### config.mk
export PLATFORM = sky130hd
export DESIGN_NAME = mem_bus_arbiter
export DESIGN_NICKNAME = d
export VERILOG_FILES = /design/src/rtl/mem_bus_arbiter.sv
export SDC_FILE = /design/constraint.sdc
export NUM_CORES = 1
export LEC_CHECK = 0
export BUFFER_PORTS_ARGS = -buffer_cell sky130_fd_sc_hd__buf_2
export CORE_AREA = 5 5 172 174
export DETAILED_ROUTE_END_ITERATION = 7
export DIE_AREA = 0 0 177 179
export GPL_TIMING_DRIVEN = 1
export PLACE_DENSITY_LB_ADDON = 0.1
export SLEW_MARGIN = 20
export SYNTH_ARGS = -nofsm -noshare
export SYNTH_HDL_FRONTEND = slang
export SYNTH_SLANG_ARGS = --single-unit
### constraint.sdc
create_clock -name clock -period 6 [get_ports clock]
set_clock_uncertainty 0.15 [all_clocks]
set_input_delay 1.2 -clock clock [delete_from_list [all_inputs] [get_ports clock]]
set_output_delay 1.2 -clock clock [all_outputs]
set_load 0.005 [all_outputs]
### src/rtl/mem_bus_arbiter.sv
// ----------------------------------------------------------------------------
// mem_bus_arbiter
//   Shares one tagged memory bus between the icache and dcache ports.
//   Each cycle one cache request is granted onto the bus. dcache normally
//   wins. icache wins once it has been refused STARVE_LIMIT consecutive
//   cycles. The memory's acceptance tag goes back to the granted side in the
//   same cycle. A tag table records which cache owns each outstanding load.
//   Returned data and tag are routed only to that owner.
//
// Ports
//   clock, reset         system clock, asynchronous active-high reset
//   Imem_*               icache request (LOAD only, STORE acts as NONE)
//   Imem2proc_*          icache acceptance tag / returned data + tag
//   Dmem_*               dcache request (LOAD / STORE) with store data
//   Dmem2proc_*          dcache acceptance tag / returned data + tag
//   proc2mem_*           request driven onto the memory bus
//   mem2proc_*           memory acceptance tag and returned data + tag
//   outstanding_cnt      number of valid tag-table entries (registered)
//   drop_err             returned tag had no owner (single-cycle pulse)
// ----------------------------------------------------------------------------
module mem_bus_arbiter #(
   parameter int XLEN         = 32,
   parameter int STARVE_LIMIT = 4,
   parameter int NUM_TAGS     = 16
) (
   input  logic            clock,
   input  logic            reset,
   input  logic [1:0]      Imem_command,
   input  logic [XLEN-1:0] Imem_addr,
   output logic [3:0]      Imem2proc_response,
   output logic [63:0]     Imem2proc_data,
   output logic [3:0]      Imem2proc_tag,
   input  logic [1:0]      Dmem_command,
   input  logic [XLEN-1:0] Dmem_addr,
   input  logic [63:0]     Dmem_data,
   output logic [3:0]      Dmem2proc_response,
   output logic [63:0]     Dmem2proc_data,
   output logic [3:0]      Dmem2proc_tag,
   output logic [1:0]      proc2mem_command,
   output logic [XLEN-1:0] proc2mem_addr,
   output logic [63:0]     proc2mem_data,
   input  logic [3:0]      mem2proc_response,
   input  logic [63:0]     mem2proc_data,
   input  logic [3:0]      mem2proc_tag,
   output logic [4:0]      outstanding_cnt,
   output logic            drop_err
);

   localparam logic [1:0] BUS_NONE   = 2'd0;
   localparam logic [1:0] BUS_LOAD   = 2'd1;
   localparam logic [1:0] BUS_STORE  = 2'd2;
   localparam logic [3:0] STARVE_LIM = 4'(STARVE_LIMIT);

   // Table state: valid bits are control (reset), owner bits are data (not reset).
   // Owner encoding: 1 = dcache, 0 = icache.
   logic [NUM_TAGS-1:0] tag_vld;
   logic [NUM_TAGS-1:0] tag_vld_nxt;
   logic [NUM_TAGS-1:0] tag_own;
   logic [3:0]          starve_cnt;
   logic [3:0]          starve_nxt;

   logic i_req, d_req, grant_i, grant_d;
   logic ret_hit, ret_own, alloc;

   function automatic logic [3:0] sat_inc(input logic [3:0] v);
      return (v == 4'hF) ? v : v + 4'd1;
   endfunction

   function automatic logic [4:0] popcount(input logic [NUM_TAGS-1:0] v);
      logic [4:0] n;
      n = '0;
      for (int i = 0; i < NUM_TAGS; i++) n = n + 5'(v[i]);
      return n;
   endfunction

   // Grant selection: dcache has priority unless icache has starved.
   always_comb begin
      i_req   = (Imem_command == BUS_LOAD);
      d_req   = (Dmem_command == BUS_LOAD) || (Dmem_command == BUS_STORE);
      grant_i = i_req && (!d_req || (starve_cnt >= STARVE_LIM));
      grant_d = d_req && !grant_i;
   end

   // Return lookup uses the registered table, so a tag returned and
   // reallocated in the same cycle still routes to its previous owner.
   always_comb begin
      ret_hit = (mem2proc_tag != 4'd0) && tag_vld[mem2proc_tag];
      ret_own = tag_own[mem2proc_tag];
   end

   // All outputs are forced to zero while reset is held.
   always_comb begin
      proc2mem_command   = BUS_NONE;
      proc2mem_addr      = '0;
      proc2mem_data      = '0;
      Imem2proc_response = 4'd0;
      Dmem2proc_response = 4'd0;
      Imem2proc_tag      = 4'd0;
      Imem2proc_data     = '0;
      Dmem2proc_tag      = 4'd0;
      Dmem2proc_data     = '0;
      drop_err           = 1'b0;
      if (!reset) begin
         if (grant_i) begin
            proc2mem_command   = BUS_LOAD;
            proc2mem_addr      = Imem_addr;
            Imem2proc_response = mem2proc_response;
         end else if (grant_d) begin
            proc2mem_command   = Dmem_command;
            proc2mem_addr      = Dmem_addr;
            proc2mem_data      = Dmem_data;
            Dmem2proc_response = mem2proc_response;
         end
         if (ret_hit) begin
            if (ret_own) begin
               Dmem2proc_tag  = mem2proc_tag;
               Dmem2proc_data = mem2proc_data;
            end else begin
               Imem2proc_tag  = mem2proc_tag;
               Imem2proc_data = mem2proc_data;
            end
         end
         drop_err = (mem2proc_tag != 4'd0) && !tag_vld[mem2proc_tag];
      end
   end

   // Table update: clear on return first, so an allocation to the same tag wins.
   always_comb begin
      alloc       = (proc2mem_command == BUS_LOAD) && (mem2proc_response != 4'd0);
      tag_vld_nxt = tag_vld;
      if (ret_hit) tag_vld_nxt[mem2proc_tag] = 1'b0;
      if (alloc)   tag_vld_nxt[mem2proc_response] = 1'b1;
      starve_nxt = ((Imem_command == BUS_LOAD) && (Imem2proc_response == 4'd0)) ?
                   sat_inc(starve_cnt) : 4'd0;
   end

   // ---- stage boundary: table and counters registered ----
   always_ff @(posedge clock or posedge reset) begin
      if (reset) begin
         tag_vld         <= '0;
         outstanding_cnt <= 5'd0;
         starve_cnt      <= 4'd0;
      end else begin
         tag_vld         <= tag_vld_nxt;
         outstanding_cnt <= popcount(tag_vld_nxt);
         starve_cnt      <= starve_nxt;
      end
   end

   always_ff @(posedge clock) begin
      if (alloc) tag_own[mem2proc_response] <= grant_d;
   end

endmodule

Word-level counts from Yosys, hierarchy flattened
Cells that the tools add are included.
- bits in registers: 41
- bits of input ports: 206
- output and inout bits: 248
- $add $sub $neg: 16
- order comparisons: 5
- equality and inequality tests: 6
- mux-type cells: 40
- bitwise gates (word level): 3
- reduce and logical (&&, ||, !) cells: 16
- operators by type and width (operator ; number):
    64-bit two-way mux ; 9
    32-bit two-way mux ; 3
    5-bit by 1-bit adder with 5-bit output ; 11
    4-bit two-way mux ; 13
    16-bit two-way mux ; 2
    16-bit bitwise AND ; 1
    16-bit bitwise mux ; 1
    16-bit inverter ; 1
    16-bit bitwise OR ; 1
    4-bit by 5-bit less-than comparator with 1-bit output, second input constant ; 2
    1-bit binary-select mux with 4-bit select ; 2
    1-bit demux with 4-bit select ; 2
    4-bit by 1-bit greater-or-equal comparator with 1-bit output, second input constant ; 2
    1-bit logical AND ; 8
    4-bit nonzero test ; 2
    2-bit by 1-bit == test with 1-bit output, second input constant ; 3
    2-bit two-way mux ; 3
    4-bit by 1-bit adder with 5-bit output ; 1
    1-bit two-way mux ; 5
    3-bit by 1-bit adder with 4-bit output ; 1
    4-bit by 1-bit adder with 4-bit output, second input constant ; 1
    4-bit == test, second input constant ; 1
    4-bit by 3-bit greater-or-equal comparator with 1-bit output, second input constant ; 1
    4-bit zero test ; 1
    other kinds (6) ; 9

Longest topological paths before layout
Gate-level depths: netlist of run 1.
- depth in word-level cells: 28
- gate-level depth with buffers: 17
- depth with buffers taken out: 15

Worst setup path after synthesis of run 1
Ideal clock, no wire load.
- kind: input-to-reg
- from: in Imem_command[1]
- to: reg outstanding_cnt[4]
- library setup time: 0.119 ns
- data arrival time: 5.293 ns
- path slack: 0.438 ns
- stages on the path: 14
- path buffers: 0
- cells stage by stage: nand2b_1 > a211oi_1 > nand3b_1 > o21ai_0 > fa_1 > fa_1 > fa_1 > inv_1 > fa_1 > inv_1 > ha_1 > fa_1 > a21oi_1 > nor2b_1
- RTL lines (what ; line ; RTL):
    start, declared ; 28 ; input logic [1:0] Imem_command,
    2-bit by 1-bit == test with 1-bit output * ; 78 ; i_req = (Imem_command == BUS_LOAD);
    1-bit logical AND * ; 80 ; grant_i = i_req && (!d_req || (starve_cnt >= STARVE_LIM));
    1-bit zero test ; 81 ; grant_d = d_req && !grant_i;
    1-bit logical AND ; 81 ;
    2-bit two-way mux ; 108 ; end else if (grant_d) begin
    2-bit two-way mux * ; 104 ; if (grant_i) begin
    2-bit two-way mux * ; 103 ; if (!reset) begin
    net proc2mem_command[0] ; 39 ; output logic [1:0] proc2mem_command,
    2-bit by 1-bit == test with 1-bit output * ; 129 ; alloc = (proc2mem_command == BUS_LOAD) && (mem2proc_response != 4'd0);
    1-bit logical AND * ; 129 ;
    16-bit two-way mux * ; 132 ; if (alloc) tag_vld_nxt[mem2proc_response] = 1'b1;
    net tag_vld_nxt[5] ; 57 ; logic [NUM_TAGS-1:0] tag_vld_nxt;
    5-bit by 1-bit adder with 5-bit output * (11 in series) ; 72 ; for (int i = 0; i < NUM_TAGS; i++) n = n + 5'(v[i]);
    end signal, assigned ; 145 ; outstanding_cnt <= popcount(tag_vld_nxt);
    end, declared ; 45 ; output logic [4:0] outstanding_cnt,
The timed path passes the listed nets; every way through them passes the cells marked *.
A chain may end at the register's enable or synchronous reset.

Worst setup path in the final report of run 1
- from: in Dmem_command[1]
- to: reg outstanding_cnt[4]
- RTL lines (what ; line ; RTL):
    start, declared ; 33 ; input logic [1:0] Dmem_command,
    2-bit by 1-bit == test with 1-bit output or 2-bit == test (tied branches) ; 79 ; d_req = (Dmem_command == BUS_LOAD) || (Dmem_command == BUS_STORE);
    1-bit logical OR ; 79 ;
    1-bit zero test ; 80 ;
    1-bit logical OR ; 80 ;
    1-bit logical AND ; 80 ;
    1-bit zero test ; 81 ;
    1-bit logical AND ; 81 ;
    2-bit two-way mux ; 108 ;
    2-bit two-way mux * ; 104 ;
    2-bit two-way mux * ; 103 ;
    2-bit by 1-bit == test with 1-bit output * ; 129 ;
    1-bit logical AND * ; 129 ;
    16-bit two-way mux * ; 132 ;
    net tag_vld_nxt[13] ; 57 ;
    5-bit by 1-bit adder with 5-bit output * (3 in series) ; 72 ;
Marked as above.

==> results of run 1 <==
==> worst max-delay path: stages <==
cell      delay (ns)
buf_2           0.12
nand2b_1        0.15
a211oi_1        0.48
nand3_1         0.34
o21ai_0         0.38
fa_1            0.50
fa_1            0.49
fa_1            0.49
inv_1           0.05
fa_1            0.50
inv_1           0.04
ha_1            0.22
fa_1            0.40
a21oi_1         0.16
nor2b_1         0.06
==> where the power goes <==
group	internal, mW	leakage, nW	switching (mW)
sequential	0.320	0.480	0.0114
clock	0.196	0.0808	0.110
combinational	0.220	3.39	0.324
==> layer usage <==
metal | up-vias | part of all wire
met4 | 4 | 0.012
met3 | 26 | 0.096
met1 | 2636 | 0.39
met5 | - | 0.00094
met2 | 270 | 0.50
li1 | 2852 | -
==> cell usage in the layout (no fill, tap or decap), types with 3 or more instances in the layout <==
cell type	n
dfrtp_1	25
edfxtp_1	16
o21ai_0	24
inv_1	13
buf_12	3
ha_1	6
and2_1	5
buf_4	11
nor2b_1	3
fa_1	10
nor3_1	140
and3_1	68
nand2_1	80
clkbuf_16	5
mux4_2	8
nand3_1	5
a22o_1	31
nand2b_1	8
o31ai_1	4
buf_2	453
nor2_1	21
a21oi_1	3
==> through the flow <==
stage               worst slack (ns)  area [um2]  power, mW  hold slack (ns)
floorplan                      0.438        4310      0.667            0.296
global placement               0.172        6820      0.899            0.245
detailed placement             0.131        6820      0.891            0.239
CTS                            0.415        6990       1.20            0.253
global route                   0.107        6990       1.27            0.265
finish                         0.445        6990       1.18            0.254
==> layout make-up <==
| cell class | instances | share of cell area |
|---|---|---|
| Multi-Input combinational cell | 446 | 0.398 |
| Timing Repair Buffer | 467 | 0.345 |
| Sequential cell | 41 | 0.158 |
| Tap cell | 378 | 0.0677 |
| Clock buffer | 6 | 0.0184 |
| Inverter | 14 | 0.00752 |
| Clock inverter | 2 | 0.00501 |
==> kinds of logic (layout without fill, tap and decap cells) <==
kind of cell | Yosys count | after routing
AND/OR/NAND/NOR | 341 | 341
buffers and inverters | 83 | 489
AO/OA/AOI/OAI | 75 | 75
flip-flops | 41 | 41
adder cells (fa/ha/maj) | 16 | 16
multiplexers | 9 | 9
XOR/XNOR | 4 | 4
other | 1 | 1
==> flip-flops by register name, summed over array words and instances (netlist names) <==
| register | count |
|---|---|
| tag_vld | 16 |
| outstanding_cnt | 5 |
| starve_cnt | 4 |
| tag_own | 16 |
==> worst paths after layout <==
check,slack [ns],start,to,depth (start not counted)
max in group asynchronous,3.96,reset,tag_vld[3],3
min reg2reg,0.25,tag_vld[0],tag_vld[0],0
min in group asynchronous,1.17,reset,tag_vld[6],3
max reg2reg,1.10,starve_cnt[2],outstanding_cnt[4],14
max,0.44,Dmem_command[1],outstanding_cnt[4],15
min,0.25,tag_vld[0],tag_vld[0],0
==> flow_summary.json, run 1 <==
{
  "outcome": "finished, final reports clean",
  "synth-seq-area-share": 0.257,
  "hold_buffers": 0,
  "setup_viol": 0,
  "leakagePower_nw": 3.95,
  "grt_max_degree": 98,
  "cap_violations": 0,
  "post-place-cells": 1346,
  "yosys.area_share.simple": 0.397,
  "rsz0062_at_grt": "false",
  "synth_edf_count": 16,
  "layout.cells.non_filler": 1354,
  "synth_area_um2": 4310,
  "grtUsageMet3": 0.0462,
  "clkTransAtPathRegs_ns": 0.06,
  "start_util": 0.156,
  "core_area_um2": 27600,
  "relSlewSlack": 0.402,
  "ant_nets": 0,
  "finalCritPeriodShare": 0.926,
  "drive_above_1_share": 0.503,
  "p_per_area_nw_per_um2": 169,
  "antenna_found_initial": 4,
  "synth_compound_area_frac": 0.125,
  "synth_commonest_cells": "nor3_1, nand2_1, and3_1, clkbuf_1, a22o_1",
  "grt_pass1_wl_um": 36300,
  "multi_input_area_um2": 2780,
  "postCtsSetupBuffers": 0,
  "grt_busiest_layer": "met2",
  "clkLatencyLatePin_ns": 0.28,
  "gr-usage-met2": 0.263,
  "die_area_um2": 31700,
  "worstMarginPinSlew_ns": 0.897,
  "grt_pass1_vias": 5600,
  "syn_nets": 792,
  "numCtsBuffers": 5,
  "yosys-top-cells-area": "nor3_1, dfrtp_1, edfxtp_1",
  "async_flop_share": 0.610,
  "slew_violations": 0,
  "ir_drop_mv": 0.164,
  "wire_per_inst_um": 19.7,
  "port_buffers": 453,
  "synth-adder-area-share": 0.0639,
  "postSynthAreaPerCell_um2": 7.56,
  "synthMostInstantiatedCell": "nor3_1",
  "die_w_um": 177,
  "ctsRootBufferMaster": "clkbuf_16",
  "synth_top_cell_by_area": "nor3_1",
  "grt_use_met1": 0.182,
  "post-route-min-period_ns": 5.56,
  "yosysTopAreaCellShare": 0.163,
  "synthToLayoutAreaGrowth_pct": 62.1,
  "ios": 454,
  "grtUsageTotal": 0.149,
  "synth_cell_types": 41,
  "gr-total-overflow": 0,
  "wl_um": 26700,
  "required_ns": 6.02,
  "first_iter_violations": 376,
  "n_fill_cell": 3128,
  "first_pass_iters": 4,
  "cts_max_level": 2,
  "num_vias": 5788,
  "antenna_cells": 0,
  "end_kind": "flop",
  "critPathKind": "in -> reg",
  "drc": 0,
  "max_freq_mhz": 180,
  "cts_tree": "yes",
  "clockBufferDepth": 2,
  "nets": 1197,
  "dp_hpwl_um": 21800,
  "vias_per_cell": 4.27,
  "gp_congestion": 0.794,
  "path_max_fanout": 8,
  "hp-class": "reg -> reg",
  "fp-row-count": 61,
  "hold_viol_final": 0,
  "ys_warn_count": 0,
  "synth_seq_cells": 41,
  "ys.flop_type": "dfrtp_1",
  "synthMuxAreaShare": 0.0441,
  "tns_ns": 0,
  "final_util": 0.253,
  "start_kind": "input port",
  "synth_top_family_by_area": "simple AND/OR/NAND/NOR gates",
  "netlist_instances": 570,
  "synth_xor_xnor_area_share": 0.00813,
  "fp.dieH_um": 179,
  "arrival_ns": 5.58,
  "cts_resized": 0,
  "cts.sinks": 41,
  "seqCellArea_um2": 1110
}
Note: power is estimated with default switching activity, not from simulation.
==> run 2, diff against run 1 <==
--- a/config.mk
+++ b/config.mk
@@ -5,10 +5,10 @@
 export SDC_FILE = /design/constraint.sdc
 export NUM_CORES = 1
 export LEC_CHECK = 0
-export BUFFER_PORTS_ARGS = -buffer_cell sky130_fd_sc_hd__buf_2
 export CORE_AREA = 5 5 172 174
 export DETAILED_ROUTE_END_ITERATION = 7
 export DIE_AREA = 0 0 177 179
+export DONT_BUFFER_PORTS = 1
 export GPL_TIMING_DRIVEN = 1
 export PLACE_DENSITY_LB_ADDON = 0.1
 export SLEW_MARGIN = 20
==> flow_summary.json, run 2 (synthesized netlist as in run 1, its figures left out) <==
{
  "setup_viol": 0,
  "arrival_ns": 5.46,
  "cts.sinks": 41,
  "grtUsageTotal": 0.124,
  "max_freq_mhz": 184,
  "end_kind": "flop",
  "cts_max_level": 2,
  "drive_above_1_share": 0.0691,
  "start_util": 0.156,
  "num_vias": 4366,
  "required_ns": 6.03,
  "numCtsBuffers": 5,
  "layout_common_cells": "nor3_1, nand2_1, and3_1, a22o_1, dfrtp_1",
  "layout_commonest_cell": "nor3_1",
  "path_max_fanout": 8,
  "tns_ns": 0,
  "worstMarginPinSlew_ns": 0.999,
  "rsz0062_at_grt": "false",
  "cts_resized": 0,
  "port_buffers": 0,
  "layout.cells.non_filler": 901,
  "ir_drop_mv": 0.121,
  "clockBufferDepth": 2,
  "post-place-cells": 889,
  "dp_hpwl_um": 19000,
  "critPathKind": "in -> reg",
  "fp.dieH_um": 179,
  "hold_buffers": 0,
  "slew_violations": 0,
  "drc": 0,
  "post-route-min-period_ns": 5.43,
  "synthToLayoutAreaGrowth_pct": 8.77,
  "antenna_found_initial": 5,
  "clkLatencyLatePin_ns": 0.28,
  "wl_um": 23300,
  "top_regs": "tag_own x16, tag_vld x16, outstanding_cnt x5",
  "first_pass_iters": 5,
  "ios": 454,
  "leakagePower_nw": 1.79,
  "ctsRootBufferMaster": "clkbuf_16",
  "core_area_um2": 27600,
  "grt_max_degree": 127,
  "first_iter_violations": 231,
  "hp-class": "reg -> reg",
  "cap_violations": 0,
  "die_w_um": 177,
  "p_total_mw": 1.02,
  "hold_viol_final": 0,
  "cts_tree": "yes",
  "fp-row-count": 61,
  "gp_congestion": 0.766,
  "grt_pass1_wl_um": 28800,
  "vias_per_cell": 4.85,
  "die_area_um2": 31700,
  "postCtsSetupBuffers": 0,
  "clkTransAtPathRegs_ns": 0.06,
  "finalCritPeriodShare": 0.905,
  "p_per_area_nw_per_um2": 218,
  "wire_per_inst_um": 25.8,
  "grt_pass1_vias": 3976,
  "relSlewSlack": 0.334,
  "start_kind": "input port",
  "outcome": "finished, final reports clean",
  "nets": 742,
  "ant_nets": 0,
  "gr-total-overflow": 0
}
[run 2: cell count changes in the layout (fill, tap and decap cells not counted), sizes merged]
cell | before | now
buf | 467 | 12
bufinv | 1 | 0
diode | 0 | 2
clkbuf | 6 | 7
[run 2: worst max-delay path: stages]
cell and delay [ns]:
nand2b_1 0.24, a211oi_1 0.25, buf_4 0.18, nand3_1 0.27, o21ai_0 0.39, fa_1 0.50, fa_1 0.50, fa_1 0.49
inv_1 0.05, fa_1 0.51, inv_1 0.05, ha_1 0.21, fa_1 0.40, a21oi_1 0.16, nor2b_1 0.06
[run 2: final timing paths]
| kind | from | end | slack, ns | cells after the start |
|---|---|---|---|---|
| hold / removal | tag_vld[0] | tag_vld[0] | 0.29 | 0 |
| setup / recovery | Imem_command[1] | outstanding_cnt[4] | 0.57 | 15 |
| min in group asynchronous | reset | starve_cnt[2] | 0.93 | 2 |
| max in group asynchronous | reset | tag_vld[8] | 4.21 | 2 |
| setup reg to reg | starve_cnt[3] | outstanding_cnt[4] | 1.14 | 15 |
| hold reg to reg | tag_vld[0] | tag_vld[0] | 0.29 | 0 |
[run 2: power by group]
group | internal (mW) | switching [mW] | leakage (nW)
registers | 0.320 | 0.0140 | 0.480
clock network | 0.176 | 0.112 | 0.0799
logic | 0.128 | 0.272 | 1.23
total | 0.624 | 0.398 | 1.79
[run 2: area by class of cell]
| class | instances | area (um2) |
|---|---|---|
| Fill cell | 3178 | 22900 |
| Multi-Input combinational cell | 446 | 2780 |
| Sequential cell | 41 | 1110 |
| Tap cell | 378 | 473 |
| Clock buffer | 7 | 153 |
| Timing Repair Buffer | 12 | 114 |
| Inverter | 14 | 52.6 |
| Clock inverter | 1 | 5.00 |
| Antenna cell | 2 | 5.00 |
[run 2: metal layers]
layer	track usage	vias up	part of all wire
li1	-	1945	-
met1	0.144	2123	0.37
met2	0.207	270	0.48
met3	0.0555	26	0.12
met4	0.0342	2	0.024
met5	0	-	0.00056
[run 2: per-stage QoR]
stage           util  cell area (um2)  hold WS [ns]  setup slack (ns)
6_report       0.170             4690         0.292             0.570
5_1_grt        0.170             4690         0.322             0.234
4_1_cts        0.168             4640         0.314             0.558
3_5_place_dp   0.162             4490         0.298             0.260
3_3_place_gp   0.162             4490         0.296             0.324
2_1_floorplan      -             4310         0.296             0.438
==> run 3, diff against run 2 <==
--- a/config.mk
+++ b/config.mk
@@ -10,7 +10,7 @@
 export DIE_AREA = 0 0 177 179
 export DONT_BUFFER_PORTS = 1
 export GPL_TIMING_DRIVEN = 1
-export PLACE_DENSITY_LB_ADDON = 0.1
+export PLACE_DENSITY = 0.3
 export SLEW_MARGIN = 20
 export SYNTH_ARGS = -nofsm -noshare
 export SYNTH_HDL_FRONTEND = slang
==> flow_summary.json, run 3 (synthesized netlist as in run 1, its figures left out) <==
{
  "outcome": "finished, final reports clean",
  "grt_max_degree": 98,
  "antenna_found_initial": 1,
  "first_iter_violations": 209,
  "die_w_um": 177,
  "final_util": 0.169,
  "ir_drop_mv": 0.109,
  "leakagePower_nw": 1.79,
  "dpl_cell_area_um2": 4510,
  "cts_tree": "yes",
  "p_per_area_nw_per_um2": 207,
  "path_max_fanout": 6,
  "hold_buffers": 0,
  "cts.sinks": 41,
  "wire_per_inst_um": 23.2,
  "vias_per_cell": 4.74,
  "postCtsSetupBuffers": 0,
  "setup_viol": 0,
  "holdPathEnd": "tag_vld[0]",
  "ff2ff_setup_slack_ns": 1.17,
  "first_pass_iters": 4,
  "ios": 454,
  "postLayoutCellArea_um2": 4680,
  "worstMarginPinSlew_ns": 0.841,
  "slew_violations": 0,
  "layout.cells.non_filler": 899,
  "core_area_um2": 27600,
  "layout_commonest_cell": "nor3_1",
  "p_total_mw": 0.970,
  "gp_congestion": 0.760,
  "post-route-min-period_ns": 5.48,
  "start_kind": "input port",
  "layout_common_cells": "nor3_1, nand2_1, and3_1, a22o_1, dfrtp_1",
  "required_ns": 6.02,
  "setup_ws_ns": 0.518,
  "whs_path_depth": 0,
  "fp.dieH_um": 179,
  "reg2reg_depth": 14,
  "max_freq_mhz": 182,
  "timing.hold.ws_ns": 0.267,
  "ant_nets": 0,
  "hp-class": "reg -> reg",
  "die_area_um2": 31700,
  "arrival_ns": 5.50,
  "grt_pass1_vias": 3860,
  "finalCritPeriodShare": 0.914,
  "reg2reg_to": "outstanding_cnt[4]",
  "numCtsBuffers": 5,
  "port_buffers": 0,
  "cap_violations": 0,
  "relSlewSlack": 0.439,
  "synthToLayoutAreaGrowth_pct": 8.59,
  "critPathKind": "in -> reg",
  "gr-total-overflow": 0,
  "top_regs": "tag_own x16, tag_vld x16, outstanding_cnt x5",
  "wl_um": 20800,
  "clockBufferDepth": 2,
  "post-place-cells": 890,
  "n_fill_cell": 3145,
  "cts_max_level": 2,
  "rsz0062_at_grt": "false",
  "num_vias": 4263,
  "drc": 0,
  "drive_above_1_share": 0.0672,
  "hold_viol_final": 0,
  "tns_ns": 0,
  "pre_cts_ws_ns": 0.230,
  "clkTransAtPathRegs_ns": 0.06,
  "nets": 743,
  "grt_pass1_wl_um": 26200,
  "fp-row-count": 61,
  "end_kind": "flop",
  "antenna_cells": 0,
  "r2r-start": "starve_cnt[2]",
  "dp_hpwl_um": 17200,
  "clkLatencyLatePin_ns": 0.27,
  "grtUsageTotal": 0.109,
  "ctsRootBufferMaster": "clkbuf_16",
  "start_util": 0.156,
  "hold_start": "tag_vld[0]",
  "cts_resized": 0
}
-- run 3: worst max-delay path, stage by stage --
cell and delay [ns]:
nand2b_1 0.25, a211oi_1 0.50, nand3b_1 0.21, o21ai_0 0.39, fa_1 0.49, fa_1 0.47
fa_1 0.55, inv_1 0.06, fa_1 0.50, inv_1 0.04, ha_1 0.21, fa_1 0.41
a21oi_1 0.16, nor2b_1 0.06
-- run 3: worst max-delay path by stage --
stage / startpoint / endpoint / slack, ns / depth (start not counted)
floorplan: Imem_command[1] / outstanding_cnt[4] / 0.44 / 14
global placement: Imem_command[1] / outstanding_cnt[4] / 0.35 / 14
detailed placement: Imem_command[1] / outstanding_cnt[4] / 0.23 / 14
CTS: Imem_command[1] / outstanding_cnt[4] / 0.50 / 14
global route: Imem_command[1] / outstanding_cnt[4] / 0.21 / 14
finish: Imem_command[1] / outstanding_cnt[4] / 0.52 / 14
-- run 3: per-layer routing --
metal | wire [um] | GRT usage
met3 | 1920 | 0.0251
met5 | 10 | 0
met4 | 347 | 0.0248
met1 | 7740 | 0.128
met2 | 10800 | 0.202
-- run 3: where the power goes --
| group | leakage (nW) | switching (mW) | internal (mW) |
|---|---|---|---|
| clock | 0.0644 | 0.100 | 0.150 |
| sequential | 0.480 | 0.0150 | 0.320 |
| combinational | 1.25 | 0.258 | 0.126 |
| total | 1.79 | 0.373 | 0.596 |
-- run 3: area by class of cell --
type	instances	area, um2	share of cell area
Clock buffer	6	129	0.0275
Clock inverter	1	3.75	0.000802
Inverter	14	52.6	0.0112
Multi-Input combinational cell	446	2780	0.594
Sequential cell	41	1110	0.236
Tap cell	378	473	0.101
Timing Repair Buffer	13	134	0.0286
